`config.mk`:
```
export PLATFORM = sky130hd
export DESIGN_NAME = axis_packetizer
export DESIGN_NICKNAME = d
export VERILOG_FILES = /design/src/rtl/axis_packetizer.sv
export SDC_FILE = /design/constraint.sdc
export NUM_CORES = 1
export LEC_CHECK = 0
export ABC_AREA = 1
export CAP_MARGIN = 20
export CORE_ASPECT_RATIO = 2
export CORE_MARGIN = 2
export CORE_UTILIZATION = 40
export DETAILED_ROUTE_END_ITERATION = 7
export PLACE_DENSITY = 0.63
export SETUP_SLACK_MARGIN = 0.05
export SLEW_MARGIN = 0
export SYNTH_ARGS = -nofsm -noshare
export SYNTH_HDL_FRONTEND = slang
export SYNTH_SLANG_ARGS = --single-unit
```
`constraint.sdc`:
```
create_clock -name aclk -period 1.78 [get_ports aclk]
set_input_delay 0.534 -clock aclk [delete_from_list [all_inputs] [get_ports aclk]]
set_output_delay 0.534 -clock aclk [all_outputs]
set_load 0.02 [all_outputs]
```
`src/rtl/axis_packetizer.sv`:
```
// AXI-Stream packetizer: adds tlast/tkeep/tuser/tdest framing to a bare data stream
// behind a two-entry skid buffer so every output, including s_axis_tready, is registered.
module axis_packetizer #(
  parameter int BUS_WIDTH    = 4,
  parameter int USER_WIDTH   = 1,
  parameter int DEST_WIDTH   = 1,
  parameter int PACKET_BEATS = 16,
  parameter int DEST_VALUE   = 0
) (
  input  logic                    aclk,
  input  logic                    arstn,
  input  logic [BUS_WIDTH*8-1:0]  s_axis_tdata,
  input  logic                    s_axis_tvalid,
  output logic                    s_axis_tready,
  output logic [BUS_WIDTH*8-1:0]  m_axis_tdata,
  output logic                    m_axis_tvalid,
  input  logic                    m_axis_tready,
  output logic [BUS_WIDTH-1:0]    m_axis_tkeep,
  output logic                    m_axis_tlast,
  output logic [USER_WIDTH-1:0]   m_axis_tuser,
  output logic [DEST_WIDTH-1:0]   m_axis_tdest,
  output logic [15:0]             beat_count
);

  localparam logic [15:0] LAST_IDX = 16'(PACKET_BEATS - 1);

  typedef enum logic [1:0] {EMPTY, ONE, FULL} state_t;

  state_t                  state;
  logic                    s_rdy;
  logic [BUS_WIDTH*8-1:0]  data_p0;
  logic                    last_p0;
  logic [BUS_WIDTH*8-1:0]  data_p1;
  logic                    last_p1;
  logic                    vld_p1;
  logic [BUS_WIDTH-1:0]    keep_p1;
  logic [15:0]             cnt;

  logic in_acc;
  logic out_acc;
  logic in_last;

  function automatic logic [15:0] next_count(input logic [15:0] c);
    return (c == LAST_IDX) ? 16'd0 : c + 16'd1;
  endfunction

  assign in_acc  = s_axis_tvalid & s_rdy;
  assign out_acc = vld_p1 & m_axis_tready;
  assign in_last = (cnt == LAST_IDX);

  always_ff @(posedge aclk) begin
    if (!arstn) begin
      state   <= EMPTY;
      s_rdy   <= 1'b0;
      data_p0 <= '0;
      last_p0 <= 1'b0;
      data_p1 <= '0;
      last_p1 <= 1'b0;
      vld_p1  <= 1'b0;
      keep_p1 <= '0;
      cnt     <= 16'd0;
    end else begin
      s_rdy <= 1'b1;
      if (in_acc)
        cnt <= next_count(cnt);
      case (state)
        EMPTY: begin
          if (in_acc) begin
            data_p1 <= s_axis_tdata;
            last_p1 <= in_last;
            vld_p1  <= 1'b1;
            keep_p1 <= '1;
            state   <= ONE;
          end
        end
        ONE: begin
          if (in_acc && out_acc) begin
            data_p1 <= s_axis_tdata;
            last_p1 <= in_last;
          end else if (in_acc) begin
            // Output is stalled: park the new beat and close the input on this same edge.
            data_p0 <= s_axis_tdata;
            last_p0 <= in_last;
            s_rdy   <= 1'b0;
            state   <= FULL;
          end else if (out_acc) begin
            vld_p1 <= 1'b0;
            state  <= EMPTY;
          end
        end
        FULL: begin
          if (out_acc) begin
            data_p1 <= data_p0;
            last_p1 <= last_p0;
            state   <= ONE;
          end else begin
            s_rdy <= 1'b0;
          end
        end
        default: begin
          vld_p1 <= 1'b0;
          state  <= EMPTY;
        end
      endcase
    end
  end

  assign s_axis_tready = s_rdy;
  assign m_axis_tdata  = data_p1;
  assign m_axis_tvalid = vld_p1;
  assign m_axis_tkeep  = keep_p1;
  assign m_axis_tlast  = last_p1;
  assign m_axis_tuser  = '0;
  assign m_axis_tdest  = DEST_WIDTH'(DEST_VALUE);
  assign beat_count    = cnt;

endmodule

```
==> results of run 1 <==
==> synth_stat cells, types with 2 or more instances <==
master                     number  area (sq um)
sky130_fd_sc_hd__a21oi_1        3          15.0
sky130_fd_sc_hd__o21ai_0       36           180
sky130_fd_sc_hd__nor3_1         3          15.0
sky130_fd_sc_hd__nand2_2        2          12.5
sky130_fd_sc_hd__buf_2          9          45.0
sky130_fd_sc_hd__nand3_1       47           235
sky130_fd_sc_hd__nand4_1        6          37.5
sky130_fd_sc_hd__a31oi_1        2          12.5
sky130_fd_sc_hd__inv_2          3          11.3
sky130_fd_sc_hd__mux2i_1       33           330
sky130_fd_sc_hd__buf_4          7          52.6
sky130_fd_sc_hd__nand2_1       74           278
sky130_fd_sc_hd__dfxtp_1       87          1740
sky130_fd_sc_hd__nor2_1       175           657
sky130_fd_sc_hd__buf_6          5          56.3
sky130_fd_sc_hd__ha_1           5          62.6
sky130_fd_sc_hd__inv_1         20          75.1
sky130_fd_sc_hd__clkinv_1       2          7.51
sky130_fd_sc_hd__clkbuf_1      10          37.5
sky130_fd_sc_hd__xor2_1         6          52.6
==> power by group through the flow <==
stage                     Clock [mW]  Sequential, mW  Combinational [mW]
final                           2.15            2.72                4.24
after global routing            2.28            2.78                4.67
after CTS                       2.19            2.71                4.19
after detailed placement           0            2.76                4.42
after global placement             0            2.76                4.37
after floorplan                    0            3.14                2.34
==> cell type report <==
class | instances | share of cell area (%)
multi-input cells | 400 | 36.5
clock inverters | 5 | 1.97
flip-flops and latches | 87 | 32.3
inverters | 25 | 1.74
repair buffers | 118 | 20.2
clock buffers | 11 | 4.30
well taps | 132 | 3.05
==> layer usage <==
| layer | share of wire, % | up-vias |
|---|---|---|
| li1 | - | 1924 |
| met1 | 40 | 1674 |
| met2 | 53 | 77 |
| met3 | 3.3 | 21 |
| met4 | 3.9 | 0 |
| met5 | 0 | - |
==> repair_timing <==
item | in CTS | in global routing
pin swaps | 0 | 0
resized for setup | 56 | 9
setup endpoints to repair | 56 | 60
endpoints found under the hold margin | 0 | 0
==> worst reg2reg max path, cell delays in order (launching register included) <==
cell and delay, ns:
sky130_fd_sc_hd__dfxtp_2 0.35, sky130_fd_sc_hd__inv_1 0.09, sky130_fd_sc_hd__ha_2 0.24, sky130_fd_sc_hd__buf_4 0.38, sky130_fd_sc_hd__mux2i_1 0.26, sky130_fd_sc_hd__nand3_1 0.10
sky130_fd_sc_hd__nand2_1 0.07, sky130_fd_sc_hd__nor2_1 0.04
==> how the worst max path moves through the flow <==
| stage | from | to | slack [ns] | cells after the start |
|---|---|---|---|---|
| 6_report | m_axis_tready | data_p0[14] | 0.13 | 8 |
| 5_1_grt | m_axis_tready | data_p0[1] | 0.02 | 8 |
| 4_1_cts | state[1] | m_axis_tdata[14] | 0.06 | 11 |
| 3_5_place_dp | s_axis_tvalid | m_axis_tdata[26] | -0.26 | 10 |
| 3_3_place_gp | s_axis_tvalid | beat_count[13] | -0.23 | 9 |
| 2_1_floorplan | state[0] | m_axis_tdata[0] | 0.22 | 10 |
==> flip-flops by register name, indices dropped and copies added (netlist names) <==
register	flops
m_axis_tvalid	1
m_axis_tlast	1
m_axis_tkeep	1
beat_count	16
last_p0	1
s_axis_tready	1
m_axis_tdata	32
data_p0	32
state	2
==> through the flow <==
stage	power, mW	setup TNS (ns)	utilization (%)	area [sq um]
after global placement	7.13	-13.70	52.7	5110
after global routing	9.74	0	55.7	5410
after detailed placement	7.18	-15.68	52.7	5110
after CTS	9.09	0	55.4	5380
final	9.11	0	55.7	5410
after floorplan	5.48	0	-	3980
==> cell families after synthesis <==
family          Yosys count  synth area share, %
fa+ha+maj                 5                 1.57
flops                    87                 43.8
mux                      33                 8.31
simple gates            310                 31.7
xor+xnor                  6                 1.32
buf+inv                  57                 7.27
other cells               1               0.0943
compound gates           44                 5.92
==> impl_summary.log, run 1 <==
INFO  metric run_status = finished, final reports clean
INFO  metric hold_viol_final = 0
INFO  metric worst_hold_slack = 0.464 ns
INFO  metric layout_setup_ws = 0.126 ns
INFO  metric cp_cell_sequence = clkdlybuf4s50_1 > nand2_1 > inv_2 > nor2_1 > nand2_1 > buf_4 > o21ai_0 > nor2_1
INFO  metric cts.clk_slew.worst_paths = 0.06 ns
INFO  metric final-setup-viol-count = 0
INFO  metric numPortBuffers = 90
INFO  metric netlist_area = 3980 sq um
INFO  metric setup_skew_after_layout = 0.00786 ns
INFO  metric critPathTopFamily = buffers and inverters
INFO  metric worst_setup_path_end_kind = register
INFO  metric floorplan.initialDensity = 41.0%
INFO  metric min_from = m_axis_tdata[18]
INFO  metric p_seq_share = 29.8%
INFO  metric dp_hpwl = 7430 um
INFO  metric synth_async_sr_flop_share = 0%
INFO  metric ctsHtreeMaxLevel = 3
INFO  metric layout_commonest_cell = sky130_fd_sc_hd__nor2_1
INFO  metric timing.hold.worst_path_depth = 2
INFO  metric unrepaired_setup_endpoints_after_global_routing = true
INFO  metric final_net_count = 682
INFO  metric synthDistinctLibCells = 28
INFO  metric final_antenna_net_count = 0
INFO  metric clk-insertion-delay-late = 0.34 ns
INFO  metric tritoncts_num_sinks = 87
INFO  metric total_number_of_vias = 3,696
INFO  metric syn_avg_cell_area = 7.32 sq um
INFO  metric grt.met1_usage = 23.5%
INFO  metric p_int = 5.57 mW
INFO  metric die_height = 145 um
INFO  metric io_pins = 93
INFO  metric timing.final.crit_period = 1.65 ns
INFO  metric buffer_type_at_the_clock_tree_root = sky130_fd_sc_hd__clkbuf_16
INFO  metric power.density_cell_area = 1680 nW/um^2
INFO  metric gr-usage-all-layers = 20.4%
INFO  metric layout.cells.non_filler = 778
INFO  metric route.detailed.wl_per_inst = 13.4 um
INFO  metric ys_warn_count = 0
INFO  metric diodes = 0
INFO  metric postCtsSetupBuffers = 0
INFO  metric synth_enable_flop_cells = 0
INFO  metric max_fanout_on_critical_path = 16
INFO  metric multi_input_logic_area = 1970 sq um
INFO  metric placed_cells_incl_taps = 762
INFO  metric share_of_cells_above_drive_strength_1 = 8.98%
INFO  metric holdPathEnd = m_axis_tdata[18]
INFO  metric power.combinational.fraction = 46.5%
INFO  metric first_pass_iters = 4
INFO  metric grt.busiest_layer = met2
INFO  metric synthesis.instances = 543
INFO  metric worstPathArrival = 1.88 ns
INFO  metric worst-r2r-cell-count = 7
INFO  metric count_of_pins_over_their_slew_limit = 0
INFO  metric clkPwrFrac = 23.6%
INFO  metric p_switching = 3.53 mW
INFO  metric drc_errors = 0
INFO  metric leakagePower = 2.41 nW
INFO  metric layout_overhead_on_the_synthesized_area = 36.0%
INFO  metric worst_setup_start_kind = primary input
INFO  metric layout.filler_cells = 993
INFO  metric crit_path_top_delay_cell = sky130_fd_sc_hd__clkdlybuf4s50_1
INFO  metric synth.yosys.seq_area_share = 43.8%
INFO  metric grt_first_pass_wirelength = 17,100 um
INFO  metric core-area = 9700 sq um
INFO  metric gp_routability_congestion = 0.882
INFO  metric vdd_ir_drop_max = 0.00103 V
INFO  metric timing.rr.end = m_axis_tdata[16]
INFO  metric hp-class = reg -> reg
INFO  metric cts-buffers-inserted = 9
INFO  metric vias_per_cell = 4.75
INFO  metric synth_top_flop_cell = sky130_fd_sc_hd__dfxtp_1
INFO  metric drt_iter0_markers = 144
INFO  metric placement.setup.worst_slack = -0.260 ns
INFO  metric sw_frac_of_total = 38.8%
INFO  metric fmax = 604 MHz
INFO  metric die_w = 74.5 um
INFO  metric drv_cap = 0
INFO  metric grt_max_degree = 42
INFO  metric grt.met3_usage = 3.13%
INFO  metric timing.rr.start = state[0]
INFO  metric worst-path-buf-inv = 3
INFO  metric sequential_cell_area = 1740 sq um
INFO  metric critical-path-max-stage-delay = 0.41 ns
INFO  metric timing.final.crit_share = 92.9%
INFO  metric antenna_violations_before_repair = 0
INFO  metric timing.reg2reg.setup_slack = 0.15 ns
INFO  metric first_global_vias = 3,527
INFO  metric clockBufferDepth = 2
INFO  metric cts_hold_buffers_added = 0
INFO  metric most-common-layout-cells = sky130_fd_sc_hd__nor2_1 (174), sky130_fd_sc_hd__dfxtp_1 (85), sky130_fd_sc_hd__nand2_1 (74), sky130_fd_sc_hd__dlygate4sd2_1 (56), sky130_fd_sc_hd__nand3_1 (47)
INFO  metric worst-setup-path-type = in -> reg
INFO  metric fraction_of_met2_tracks_used_by_global_routing = 34.6%
INFO  metric seq_cells_post_synth = 87
INFO  metric placement_row_count = 51
INFO  metric die-area = 10,800 sq um
INFO  metric critical_path_required = 2.01 ns
INFO  metric wirelength = 10,400 um
INFO  metric cts_tree = done
INFO  metric overflow_left_after_global_routing = 0
Note: power is estimated with default switching activity, not from simulation.
==> run 2, diff against run 1 <==
- CAP_MARGIN: 20 -> not set
==> results of run 2 <==
Final layout, timing and power as in run 1 (identical DEF).
==> run 3, diff against run 2 <==
- PLACE_DENSITY: 0.63 -> not set
- PLACE_DENSITY_LB_ADDON: not set -> 0.25
- SLEW_MARGIN: 0 -> 10
==> impl_summary.log, run 3 (synthesis gave the netlist of run 1 again) <==
INFO  metric run_status = finished, final reports clean (unchanged)
INFO  metric ctsHtreeMaxLevel = 3 (unchanged)
INFO  metric route.detailed.wl_per_inst = 12.9 um (was 13.4 um)
INFO  metric p_int = 5.08 mW (was 5.57 mW)
INFO  metric first_global_vias = 3,538 (was 3,527)
INFO  metric postCtsSetupBuffers = 0 (unchanged)
INFO  metric p_switching = 3.43 mW (was 3.53 mW)
INFO  metric layout_setup_ws = 0.117 ns (was 0.126 ns)
INFO  metric power.density_cell_area = 1600 nW/um^2 (was 1680 nW/um^2)
INFO  metric placement.setup.worst_slack = -0.299 ns (was -0.260 ns)
INFO  metric numPortBuffers = 90 (unchanged)
INFO  metric wirelength = 10,000 um (was 10,400 um)
INFO  metric clockBufferDepth = 2 (unchanged)
INFO  metric total_number_of_vias = 3,760 (was 3,696)
INFO  metric vias_per_cell = 4.85 (was 4.75)
INFO  metric worst_setup_start_kind = register (was primary input)
INFO  metric drt_iter0_markers = 153 (was 144)
INFO  metric post_cts_repair_resize_count = 55 (was 56)
INFO  metric gr-usage-all-layers = 19.3% (was 20.4%)
INFO  metric floorplan.initialDensity = 41.0% (unchanged)
INFO  metric dp_hpwl = 7420 um (was 7430 um)
INFO  metric critical-path-max-stage-delay = 0.43 ns (was 0.41 ns)
INFO  metric cts_tree = done (unchanged)
INFO  metric sw_frac_of_total = 40.3% (was 38.8%)
INFO  metric die_height = 145 um (unchanged)
INFO  metric cp_cell_sequence = dlygate4sd2_1 (was clkdlybuf4s50_1 > nand2_1 > inv_2 > nor2_1 > nand2_1 > buf_4 > o21ai_0 > nor2_1)
INFO  metric critPathTopFamily = flip-flops (was buffers and inverters)
INFO  metric worst_hold_slack = 0.462 ns (was 0.464 ns)
INFO  metric sequential_cell_area = 1740 sq um (about the same)
INFO  metric critical_path_required = 1.25 ns (was 2.01 ns)
INFO  metric max_fanout_on_critical_path = 6 (was 16)
INFO  metric setup.worst_path.start = beat_count[5] (was m_axis_tready)
INFO  metric timing.final.crit_period = 1.66 ns (was 1.65 ns)
INFO  metric power.combinational.fraction = 48.1% (was 46.5%)
INFO  metric diodes = 0 (unchanged)
INFO  metric layout_overhead_on_the_synthesized_area = 34.0% (was 36.0%)
INFO  metric worst-setup-path-type = reg -> out (was in -> reg)
INFO  metric timing.rr.start = state[0] (unchanged)
INFO  metric layout.filler_cells = 971 (was 993)
INFO  metric crit_cells = 1 (was 8)
INFO  metric cts-buffers-inserted = 9 (unchanged)
INFO  metric timing.reg2reg.setup_slack = 0.18 ns (was 0.15 ns)
INFO  metric overflow_left_after_global_routing = 0 (unchanged)
INFO  metric drc_errors = 0 (unchanged)
INFO  metric crit_path_top_delay_cell = sky130_fd_sc_hd__dfxtp_1 (was sky130_fd_sc_hd__clkdlybuf4s50_1)
INFO  metric share_of_cells_above_drive_strength_1 = 8.86% (was 8.98%)
INFO  metric unrepaired_setup_endpoints_after_global_routing = false (was true)
INFO  metric multi_input_logic_area = 1980 sq um (was 1970 sq um)
INFO  metric hold_viol_final = 0 (unchanged)
INFO  metric count_of_pins_over_their_slew_limit = 0 (unchanged)
INFO  metric clkPwrFrac = 20.1% (was 23.6%)
INFO  metric hp-class = reg -> reg (unchanged)
INFO  metric p_seq_share = 31.8% (was 29.8%)
INFO  metric layout_commonest_cell = sky130_fd_sc_hd__nor2_1 (unchanged)
INFO  metric cts.clk_slew.worst_paths = 0.06 ns (about the same)
INFO  metric worst-path-buf-inv = 1 (was 3)
INFO  metric tns = 0 ns (unchanged)
INFO  metric io_pins = 93 (unchanged)
INFO  metric worst_setup_path_end_kind = output port (was register)
INFO  metric grt_first_pass_wirelength = 16,300 um (was 17,100 um)
INFO  metric final-setup-viol-count = 0 (unchanged)
INFO  metric leakagePower = 2.38 nW (was 2.41 nW)
INFO  metric core-area = 9700 sq um (unchanged)
INFO  metric most-common-layout-cells = sky130_fd_sc_hd__nor2_1 (174), sky130_fd_sc_hd__dfxtp_1 (86), sky130_fd_sc_hd__nand2_1 (74), sky130_fd_sc_hd__dlygate4sd2_1 (55), sky130_fd_sc_hd__nand3_1 (47) (was sky130_fd_sc_hd__nor2_1 (174), sky130_fd_sc_hd__dfxtp_1 (85), sky130_fd_sc_hd__nand2_1 (74), sky130_fd_sc_hd__dlygate4sd2_1 (56), sky130_fd_sc_hd__nand3_1 (47))
INFO  metric timing.rr.end = m_axis_tdata[15] (was m_axis_tdata[16])
INFO  metric antenna_violations_before_repair = 0 (unchanged)
INFO  metric final_antenna_net_count = 0 (unchanged)
INFO  metric setup_skew_after_layout = 0.00781 ns (was 0.00786 ns)
INFO  metric grt_max_degree = 34 (was 42)
INFO  metric gp_routability_congestion = 0.928 (was 0.882)
INFO  metric placement_row_count = 51 (unchanged)
INFO  metric tritoncts_num_sinks = 87 (unchanged)
INFO  metric critical_path.endpoint = beat_count[5] (was data_p0[14])
INFO  metric worstPathArrival = 1.13 ns (was 1.88 ns)
INFO  metric die-area = 10,800 sq um (unchanged)
INFO  metric fmax = 601 MHz (was 604 MHz)
INFO  metric first_pass_iters = 4 (unchanged)
INFO  metric buffer_type_at_the_clock_tree_root = sky130_fd_sc_hd__clkbuf_16 (unchanged)
INFO  metric cts_hold_buffers_added = 0 (unchanged)
INFO  metric clk-insertion-delay-late = 0.34 ns (about the same)
INFO  metric timing.final.crit_share = 93.4% (was 92.9%)
INFO  metric worst-r2r-cell-count = 7 (unchanged)
INFO  metric vdd_ir_drop_max = 0.000840 V (was 0.00103 V)
INFO  metric drv_cap = 0 (unchanged)
INFO  metric final_net_count = 680 (was 682)
INFO  metric die_w = 74.5 um (unchanged)
==> run 3: power groups by stage <==
stage / Clock [mW] / Combinational (mW) / Sequential [mW]
floorplan: 0 / 2.34 / 3.14
global placement: 0 / 4.21 / 2.75
detailed placement: 0 / 4.26 / 2.75
CTS: 1.75 / 4.02 / 2.71
global route: 1.83 / 4.54 / 2.77
finish: 1.71 / 4.10 / 2.71
==> run 3: metrics by stage <==
stage               utilization, %  power [mW]  area (sq um)  cells
floorplan                        -        5.48          3980    544
global placement              52.5        6.95          5090    760
detailed placement            52.5        7.01          5090    760
CTS                           54.5        8.47          5290    775
global route                  54.9        9.14          5330    775
finish                        54.9        8.51          5330    775
==> run 3: worst min path at each step <==
stage                                 from          endpoint  slack (ns)  cells after the start
after detailed placement   m_axis_tdata[7]   m_axis_tdata[7]        0.46                      2
after global routing      m_axis_tdata[24]  m_axis_tdata[24]        0.49                      2
final                     m_axis_tdata[12]  m_axis_tdata[12]        0.46                      2
after CTS                 m_axis_tdata[24]  m_axis_tdata[24]        0.47                      2
after floorplan                data_p0[22]       data_p0[22]        0.45                      2
after global placement    m_axis_tdata[24]  m_axis_tdata[24]        0.46                      2
==> run 3: area by class of cell <==
type / instances / share of cell area (%)
Clock buffer: 12 / 4.63
Tap cell: 132 / 3.10
Timing Repair Buffer: 116 / 20.3
Inverter: 25 / 1.76
Multi-Input combinational cell: 400 / 37.1
Clock inverter: 3 / 0.376
Sequential cell: 87 / 32.7
==> run 3: routing by layer <==
metal / track usage, % / part of all wire (%) / vias to the layer above
met5: 0 / 0 / -
met3: 3.40 / 2.9 / 27
li1: - / - / 1922
met4: 9.46 / 3.3 / 0
met1: 21.2 / 40 / 1730
met2: 33.8 / 54 / 81
